===== config.mk =====
export PLATFORM = sky130hd
export DESIGN_NAME = key_event_ctrl
export DESIGN_NICKNAME = d
export VERILOG_FILES = /design/src/rtl/key_event_ctrl.sv
export SDC_FILE = /design/constraint.sdc
export NUM_CORES = 1
export LEC_CHECK = 0
export ABC_AREA = 1
export BUFFER_PORTS_ARGS = -buffer_cell sky130_fd_sc_hd__buf_2
export CELL_PAD_IN_SITES_DETAIL_PLACEMENT = 1
export CELL_PAD_IN_SITES_GLOBAL_PLACEMENT = 1
export CORE_AREA = 2 2 92 94
export CTS_BUF_LIST = sky130_fd_sc_hd__clkbuf_4 sky130_fd_sc_hd__clkbuf_8 sky130_fd_sc_hd__clkbuf_16
export DETAILED_ROUTE_END_ITERATION = 16
export DIE_AREA = 0 0 94 96
export GPL_TIMING_DRIVEN = 0
export PLACE_DENSITY = 0.77
export SLEW_MARGIN = 20
export SYNTH_ARGS = -nofsm -noshare
export SYNTH_HDL_FRONTEND = slang
export SYNTH_SLANG_ARGS = --single-unit
export TNS_END_PERCENT = 30

===== constraint.sdc =====
create_clock -name clk -period 1.68 [get_ports clk]
set_clock_uncertainty 0.2 [all_clocks]
set_input_delay 0.084 -clock clk [delete_from_list [all_inputs] [get_ports clk]]
set_output_delay 0.084 -clock clk [all_outputs]
set_load 0.02 [all_outputs]

===== src/rtl/key_event_ctrl.sv =====
// Classifies debounced press/release pulses of one key into single click, double click,
// long press and long-press auto-repeat events, each a registered single-cycle pulse.
module key_event_ctrl #(
    parameter int unsigned LONG_T = 50_000_000,
    parameter int unsigned DCLK_T = 15_000_000,
    parameter int unsigned REP_T  = 10_000_000
) (
    input  logic clk,
    input  logic rst_n,
    input  logic en,
    input  logic press,
    // Key-up edge pulse; "release" itself is a reserved word in SystemVerilog.
    input  logic rel,
    output logic single_click,
    output logic double_click,
    output logic long_press,
    output logic long_repeat,
    output logic busy
);

    typedef enum logic [2:0] {
        IDLE,
        PRESS1,
        WAIT2,
        PRESS2,
        LONG
    } state_t;

    localparam logic [31:0] LONG_LAST = 32'(LONG_T - 1);
    localparam logic [31:0] DCLK_LAST = 32'(DCLK_T - 1);
    localparam logic [31:0] REP_LAST  = 32'(REP_T - 1);

    state_t      state;
    logic [31:0] cnt;
    logic        press_ok;
    logic        rel_ok;

    // A press and a release in the same cycle cancel each other out.
    assign press_ok = press & ~rel;
    assign rel_ok   = rel & ~press;

    // NOTE: sequential state uses non-blocking assignments only; the event pulses
    // default to 0 at the top so each one lasts exactly one cycle.
    always_ff @(posedge clk or negedge rst_n) begin
        if (!rst_n) begin
            state        <= IDLE;
            cnt          <= '0;
            single_click <= 1'b0;
            double_click <= 1'b0;
            long_press   <= 1'b0;
            long_repeat  <= 1'b0;
            busy         <= 1'b0;
        end else begin
            single_click <= 1'b0;
            double_click <= 1'b0;
            long_press   <= 1'b0;
            long_repeat  <= 1'b0;

            if (!en) begin
                state <= IDLE;
                cnt   <= '0;
                busy  <= 1'b0;
            end else begin
                unique case (state)
                    IDLE: begin
                        cnt <= '0;
                        if (press_ok) begin
                            state <= PRESS1;
                            busy  <= 1'b1;
                        end
                    end

                    PRESS1: begin
                        if (rel_ok) begin
                            state <= WAIT2;
                            cnt   <= '0;
                        end else if (cnt == LONG_LAST) begin
                            state      <= LONG;
                            cnt        <= '0;
                            long_press <= 1'b1;
                        end else begin
                            cnt <= cnt + 32'd1;
                        end
                    end

                    // Stray releases here are ignored; only a press or the timeout matters.
                    WAIT2: begin
                        if (press_ok) begin
                            state <= PRESS2;
                            cnt   <= '0;
                        end else if (cnt == DCLK_LAST) begin
                            state        <= IDLE;
                            cnt          <= '0;
                            single_click <= 1'b1;
                            busy         <= 1'b0;
                        end else begin
                            cnt <= cnt + 32'd1;
                        end
                    end

                    PRESS2: begin
                        cnt <= '0;
                        if (rel_ok) begin
                            state        <= IDLE;
                            double_click <= 1'b1;
                            busy         <= 1'b0;
                        end
                    end

                    LONG: begin
                        if (rel_ok) begin
                            state <= IDLE;
                            cnt   <= '0;
                            busy  <= 1'b0;
                        end else if (cnt == REP_LAST) begin
                            cnt         <= '0;
                            long_repeat <= 1'b1;
                        end else begin
                            cnt <= cnt + 32'd1;
                        end
                    end

                    default: begin
                        state <= IDLE;
                        cnt   <= '0;
                        busy  <= 1'b0;
                    end
                endcase
            end
        end
    end

endmodule


==> results.sh, run 1 <==
export IMPL_synth_enable_flop_cells=0
export IMPL_timing_hold_violations_final=0
export IMPL_tightestPinTransition_ns=0.9750
export IMPL_worst_setup_hold_path_clk_slew_ns=0.09
export IMPL_io_pin_count=10
export IMPL_layout_cells_most_common_list="nand2_1, nor2_1, inv_1, buf_4, dfrtp_1"
export IMPL_grtUsageTotal_pct=21.59
export IMPL_critPathMostFrequentCell="nand2_1"
export IMPL_finalMaxSlewViolations=0
export IMPL_irDropWorstVdd_mv=0.5032
export IMPL_synth_compound_area_share_pct=1.881
export IMPL_post_route_util_pct=44.02
export IMPL_clock_root_buffer="clkbuf_8"
export IMPL_synthesis_area_sq_mm=0.002728
export IMPL_drt_drc_violations_left=0
export IMPL_min_path_cells=6
export IMPL_fraction_of_the_yosys_area_taken_by_sequential_cells_pct=36.70
export IMPL_violations="setup timing"
export IMPL_numPortBuffers=9
export IMPL_total_power_mw=2.742
export IMPL_total_area_of_multi_input_combinational_cells_sq_mm=0.001613
export IMPL_max_slew_margin_rel_pct=35.00
export IMPL_synth_seq_cells=40
export IMPL_avgRoutedWirePerCell_um=16.46
export IMPL_main_combinational_cell_family_by_area_after_synthesis="simple AND/OR/NAND/NOR gates"
export IMPL_post_synth_mux_area_share_pct=0
export IMPL_effective_utilization_at_floorplan_pct=33.88
export IMPL_n_fill_cell=1058
export IMPL_reg2regPathDepth=11
export IMPL_count_of_distinct_cell_types_in_the_synthesized_netlist=24
export IMPL_leakage_power_figure_nw=1.675
export IMPL_core_region_area_sq_mm=0.008051
export IMPL_met2_usage_pct=38.39
export IMPL_outcome="finished, violations left"
export IMPL_setup_viol=36
export IMPL_postSynth_asyncResetShare_pct=100.0
export IMPL_route_vias_total=2816
export IMPL_worst_path_largest_cell_delay_ns=0.46
export IMPL_antenna_found_initial=0
export IMPL_holdCritPathClass="in2reg"
export IMPL_setup_worst_path_start_class="flop"
export IMPL_ctsLongestPathBuffers=2
export IMPL_cts_buffers=5
export IMPL_r2r_start="cnt[6]"
export IMPL_worst_ep_arrival_time_ns=2.09
export IMPL_worst_skew_pair_late_latency_ns=0.31
export IMPL_crit_fanout=10
export IMPL_worst_endpoint_required_ns=1.69
export IMPL_drtIter0Drc=148
export IMPL_layer_with_the_highest_usage="met2"
export IMPL_cts_htree_levels=2
export IMPL_die_area_sq_mm=0.009024
export IMPL_period_share_pct=123.7
export IMPL_critPathKind="reg2reg"
export IMPL_cts_sinks=40
export IMPL_synthAdderAreaFrac_pct=0.4587
export IMPL_hold_path_endpoint="state[0]"
export IMPL_power_per_cell_area_mw_per_mm2=773.5
export IMPL_synthSimpleGateAreaFrac_pct=43.44
export IMPL_pin_count_of_the_biggest_net_entering_global_routing=41
export IMPL_crit_reg2reg_capture="cnt[28]"
export IMPL_final_common_cell="nand2_1"
export IMPL_areaGrowthSynthToFinish_pct=29.95
export IMPL_timing_fmax_mhz=481.3
export IMPL_cp_end_kind="flop"
export IMPL_kind_of_cell_adding_the_most_delay_to_the_critical_path="simple AND/OR/NAND/NOR gates"
export IMPL_drive_gt1_share_pct=25.05
export IMPL_whs_ns=0.1458
export IMPL_synth_top_flop_cell="dfrtp_1"
export IMPL_dr_pass1_iters=4
export IMPL_globalplace_congestion=0.9135
export IMPL_timing_reg2reg_setup_slack_ns=-0.40
export IMPL_critical_path_cell_chain="inv_2 > nand2_1 > nor2_1 > nand2_2 > nor2_1 > nand2_1 > nand3b_1 > nand3_4 > buf_8 > nand2_1 > inv_1"
export IMPL_critical_path_buf_inv_count=3
export IMPL_final_min_clock_period_ns=2.078
export IMPL_grt_setup_unrepaired="yes"
export IMPL_synth_yosys_warnings=0
export IMPL_min_from="rel"
export IMPL_antenna_cells_inserted=0
export IMPL_row_count=33
export IMPL_grt_use_met1_pct=27.88
export IMPL_syn_area_per_cell_sq_um=6.403
export IMPL_syn_num_nets=432
export IMPL_regArea_sq_mm=0.001011
export IMPL_detailed_place_hpwl_um=6566
export IMPL_die_h_um=96
export IMPL_cts_tree="built"
export IMPL_layout_setup_ws_ns=-0.3979
export IMPL_grt_util_met3_pct=2.662
export IMPL_die_x_um=94
export IMPL_grt_overflow=0
export IMPL_maxCapViolCount=0
export IMPL_antenna_left=0
export IMPL_wl_um=9678
export IMPL_netlist_instances=426
export IMPL_global_route_wire_length_before_repair_um=14720
export IMPL_grt_pass1_vias=2897
export IMPL_number_of_nets_in_the_final_layout=488
export IMPL_cp_slowest_cell="dfrtp_2"
export IMPL_route_detailed_vias_per_inst=4.789
export IMPL_synth_xor_area_share_pct=6.422
[power by group]
group          internal, mW  switching [mW]  leakage, nW
clock                 0.441           0.397       0.0541
sequential            0.997          0.0362        0.543
combinational         0.304           0.567         1.08
total                  1.74            1.00         1.67
[layout make-up]
type                       count  area share (%)
inverter                      71           7.660
sequential                    40           28.52
multi-input combinational    312           45.50
clock buffer                   5           1.941
buffer                         3           1.165
timing repair buffer          49           10.31
clock inverter                 3           1.200
tap                          105           3.706
[worst reg2reg max path, cell delays in order, from the launching register on]
cell and delay [ns]:
dfrtp_2 0.46, inv_2 0.11, nand2_1 0.08, nor2_1 0.19, nand2_2 0.09, nor2_1 0.12, nand2_1 0.11, nand3b_1 0.15
nand3_4 0.17, buf_8 0.20, nand2_1 0.08, inv_1 0.04
[synthesized netlist by cell type, types with 3 or more instances]
| cell type | number | share of area [%] |
|---|---|---|
| nand4_1 | 3 | 0.69 |
| a21oi_1 | 3 | 0.55 |
| nand2_1 | 136 | 19 |
| xor2_1 | 19 | 6.1 |
| nand2_2 | 3 | 0.69 |
| dfrtp_1 | 40 | 37 |
| o21ai_0 | 3 | 0.55 |
| nand3_1 | 29 | 5.3 |
| nor3_1 | 14 | 2.6 |
| inv_2 | 3 | 0.41 |
| buf_6 | 3 | 1.2 |
| inv_1 | 67 | 9.2 |
| nor2_1 | 89 | 12 |
[repair_timing]
| item | CTS | global route |
|---|---|---|
| hold buffers | 5 | 0 |
| setup endpoints to repair | 37 | 37 |
| pin swaps | 8 | 3 |
| endpoints found under the hold margin | 45 | 0 |
| gates resized for setup | 28 | 32 |
| buffers inserted | 21 | 14 |
[stage by stage]
stage          cells  worst slack [ns]  area [sq um]  setup TNS [ns]
4_1_cts          574           -0.2482          3347          -7.556
3_5_place_dp     540           -0.3960          2949          -12.06
5_1_grt          588           -0.5331          3545          -17.13
3_3_place_gp     540           -0.4353          2949          -11.54
6_report         588           -0.3979          3545          -12.25
2_1_floorplan    426          -0.06729          2773          -1.322
[metal layers]
metal / share of wire, % / vias to the layer above
met4: 2.1 / 0
met1: 46 / 1381
met5: 0 / -
li1: - / 1393
met2: 50 / 29
met3: 1.5 / 13
[kinds of logic after synthesis]
kind of cell | Yosys count
adders and majority gates | 1
AOI/OAI and AO/OA | 7
buffers and inverters | 74
DFF | 40
and+or+nand+nor | 284
xor gates and xnor gates | 20
[state kept, by name (all words and copies together), names as in the netlist]
signal and cells:
cnt 32, state 3, busy 1, double_click 1, long_press 1, long_repeat 1, single_click 1
[worst max path at each step]
| stage | startpoint | endpoint | slack, ns | depth (start not counted) |
|---|---|---|---|---|
| final | cnt[6] | cnt[28] | -0.40 | 11 |
| after global routing | cnt[6] | cnt[29] | -0.53 | 11 |
| after floorplan | cnt[0] | cnt[13] | -0.07 | 11 |
| after detailed placement | cnt[0] | state[2] | -0.40 | 7 |
| after global placement | cnt[0] | state[2] | -0.44 | 7 |
| after CTS | cnt[0] | cnt[29] | -0.25 | 9 |
(Power assumes the default switching activity.)
==> run 2: changes to the inputs <==
--- a/config.mk
+++ b/config.mk
@@ -9,12 +9,13 @@
 export BUFFER_PORTS_ARGS = -buffer_cell sky130_fd_sc_hd__buf_2
 export CELL_PAD_IN_SITES_DETAIL_PLACEMENT = 1
 export CELL_PAD_IN_SITES_GLOBAL_PLACEMENT = 1
-export CORE_AREA = 2 2 92 94
+export CORE_AREA = 2 2 99 101
 export CTS_BUF_LIST = sky130_fd_sc_hd__clkbuf_4 sky130_fd_sc_hd__clkbuf_8 sky130_fd_sc_hd__clkbuf_16
 export DETAILED_ROUTE_END_ITERATION = 16
-export DIE_AREA = 0 0 94 96
+export DIE_AREA = 0 0 101 103
 export GPL_TIMING_DRIVEN = 0
-export PLACE_DENSITY = 0.77
+export MAX_ROUTING_LAYER = met4
+export PLACE_DENSITY = 0.7
 export SLEW_MARGIN = 20
 export SYNTH_ARGS = -nofsm -noshare
 export SYNTH_HDL_FRONTEND = slang
==> results.sh, run 2 (synthesis gave the netlist of run 1 again) <==
export IMPL_largest_register_ff_count=32
export IMPL_io_pin_count=10
export IMPL_comb_power_share_pct=30.6
export IMPL_dpl_worst_slack_ns=-0.4501
export IMPL_ctsLongestPathBuffers=2
export IMPL_tightestPinTransition_ns=0.9565
export IMPL_post_route_util_pct=35.77
export IMPL_crit_fanout=10
export IMPL_core_region_area_sq_mm=0.009459
export IMPL_timing_hold_violations_final=0
export IMPL_timing_fmax_mhz=513.4
export IMPL_switching_share_pct=36.03
export IMPL_grtUsageTotal_pct=18.06
export IMPL_period_share_pct=115.9
export IMPL_whs_ns=0.03963
export IMPL_outcome="finished, violations left"
export IMPL_drive_gt1_share_pct=21.06
export IMPL_layout_setup_ws_ns=-0.2677
export IMPL_die_h_um=103
export IMPL_wl_um=8721
export IMPL_antenna_cells_inserted=0
export IMPL_numPortBuffers=9
export IMPL_row_count=36
export IMPL_place_detailed_instances=549
export IMPL_worst_setup_hold_path_clk_slew_ns=0.08
export IMPL_seq_power_share_pct=40.6
export IMPL_die_area_sq_mm=0.01040
export IMPL_setup_viol=36
export IMPL_cts_sinks=40
export IMPL_worst_ep_arrival_time_ns=1.94
export IMPL_route_vias_total=2736
export IMPL_antenna_found_initial=0
export IMPL_grt_setup_unrepaired="yes"
export IMPL_final_min_clock_period_ns=1.948
export IMPL_antenna_left=0
export IMPL_grt_overflow=0
export IMPL_detailed_place_hpwl_um=6686
export IMPL_effective_utilization_at_floorplan_pct=28.84
export IMPL_drt_drc_violations_left=0
export IMPL_drtIter0Drc=115
export IMPL_largestRegisters="cnt x32, state x3"
export IMPL_intPower_mw=1.631
export IMPL_largest_reg_by_ff_count="cnt"
export IMPL_cp_end_kind="flop"
export IMPL_design_area_sq_mm=0.003383
export IMPL_layout_cells_most_common_list="nand2_1, nor2_1, inv_1, dfrtp_1, buf_4"
export IMPL_areaGrowthSynthToFinish_pct=24.04
export IMPL_violations="setup timing"
export IMPL_setup_worst_path_start_class="flop"
export IMPL_power_switching_uw=918.5
export IMPL_count_of_placed_standard_cells_in_the_final_layout_fillers_left_out=584
export IMPL_final_common_cell="nand2_1"
export IMPL_maxCapViolCount=0
export IMPL_placed_area_sq_mm=0.002960
export IMPL_grt_pass1_vias=2635
export IMPL_critPathKind="reg2reg"
export IMPL_finalMaxSlewViolations=0
export IMPL_avgRoutedWirePerCell_um=14.93
export IMPL_max_slew_margin_rel_pct=36.23
export IMPL_number_of_nets_in_the_final_layout=475
export IMPL_die_x_um=101
export IMPL_holdCritPathClass="in2reg"
export IMPL_pwr_share_clk_pct=28.8
export IMPL_route_detailed_vias_per_inst=4.685
export IMPL_worst_endpoint_required_ns=1.68
export IMPL_cts_tree="built"
export IMPL_timing_reg2reg_setup_slack_ns=-0.27
export IMPL_clock_root_buffer="clkbuf_8"
export IMPL_pin_count_of_the_biggest_net_entering_global_routing=41
export IMPL_globalplace_congestion=0.9330
export IMPL_worst_skew_pair_late_latency_ns=0.30
export IMPL_cts_htree_levels=2
export IMPL_power_per_cell_area_mw_per_mm2=753.6
export IMPL_global_route_wire_length_before_repair_um=13870
export IMPL_cts_buffers=5
export IMPL_irDropWorstVdd_mv=0.4098
export IMPL_leakage_power_figure_nw=1.608
export IMPL_dr_pass1_iters=4
==> run 2: layer usage <==
metal | vias to the layer above | track usage, % | part of all wire, %
met5 | - | - | 0
met4 | 0 | 3.430 | 0.58
met3 | 4 | 2.644 | 2.4
met2 | 34 | 29.95 | 50
met1 | 1328 | 23.71 | 47
li1 | 1370 | - | -
==> run 2: through the flow <==
step	power [mW]	TNS, ns
detailed placement	1.730	-14.62
global route	2.697	-11.58
finish	2.549	-8.077
CTS	2.567	-8.080
floorplan	1.514	-1.322
global placement	1.704	-14.77
==> run 2: power by group through the flow <==
stage               Sequential, mW  Clock, mW  Combinational, mW
global placement              1.05          0              0.650
detailed placement            1.06          0              0.673
finish                        1.03      0.735              0.780
floorplan                     1.06          0              0.452
global route                  1.04      0.799              0.854
CTS                           1.03      0.757              0.776
==> run 2: layout make-up <==
type | instances | area (sq um)
plain buffers | 3 | 37.54
fillers | 1219 | 6076
well taps | 114 | 142.6
clock buffers | 8 | 97.59
multi-input cells | 312 | 1568
inverters | 71 | 271.5
flip-flops and latches | 40 | 1008
repair buffers | 36 | 257.7
==> run 2: path summary, 6_finish.rpt <==
check / end / cells after the start / from
worst max-delay path: cnt[19] / 11 / cnt[1]
worst min-delay path: state[1] / 6 / rel
worst max register to register: cnt[19] / 11 / cnt[1]
worst min register to register: busy / 2 / busy
max in group asynchronous: cnt[16] / 2 / rst_n
min in group asynchronous: cnt[29] / 2 / rst_n
==> run 2: critical path, stage by stage (launching register included) <==
cell and delay (ns):
dfrtp_1 0.41, ha_4 0.17, nand3_4 0.14, inv_4 0.11, nand2_1 0.05, nor2_1 0.11
nand2_2 0.08, nand3b_1 0.14, nand3_4 0.14, buf_6 0.18, nand2_1 0.06, inv_1 0.03
==> run 2: repair_timing <==
item	4_1_cts	5_1_grt
pin swaps	2	2
hold endpoints to repair	45	0
gates resized for setup	26	19
setup endpoints to repair	38	37
hold buffers	4	0
buffers inserted	10	13
cloned	0	0
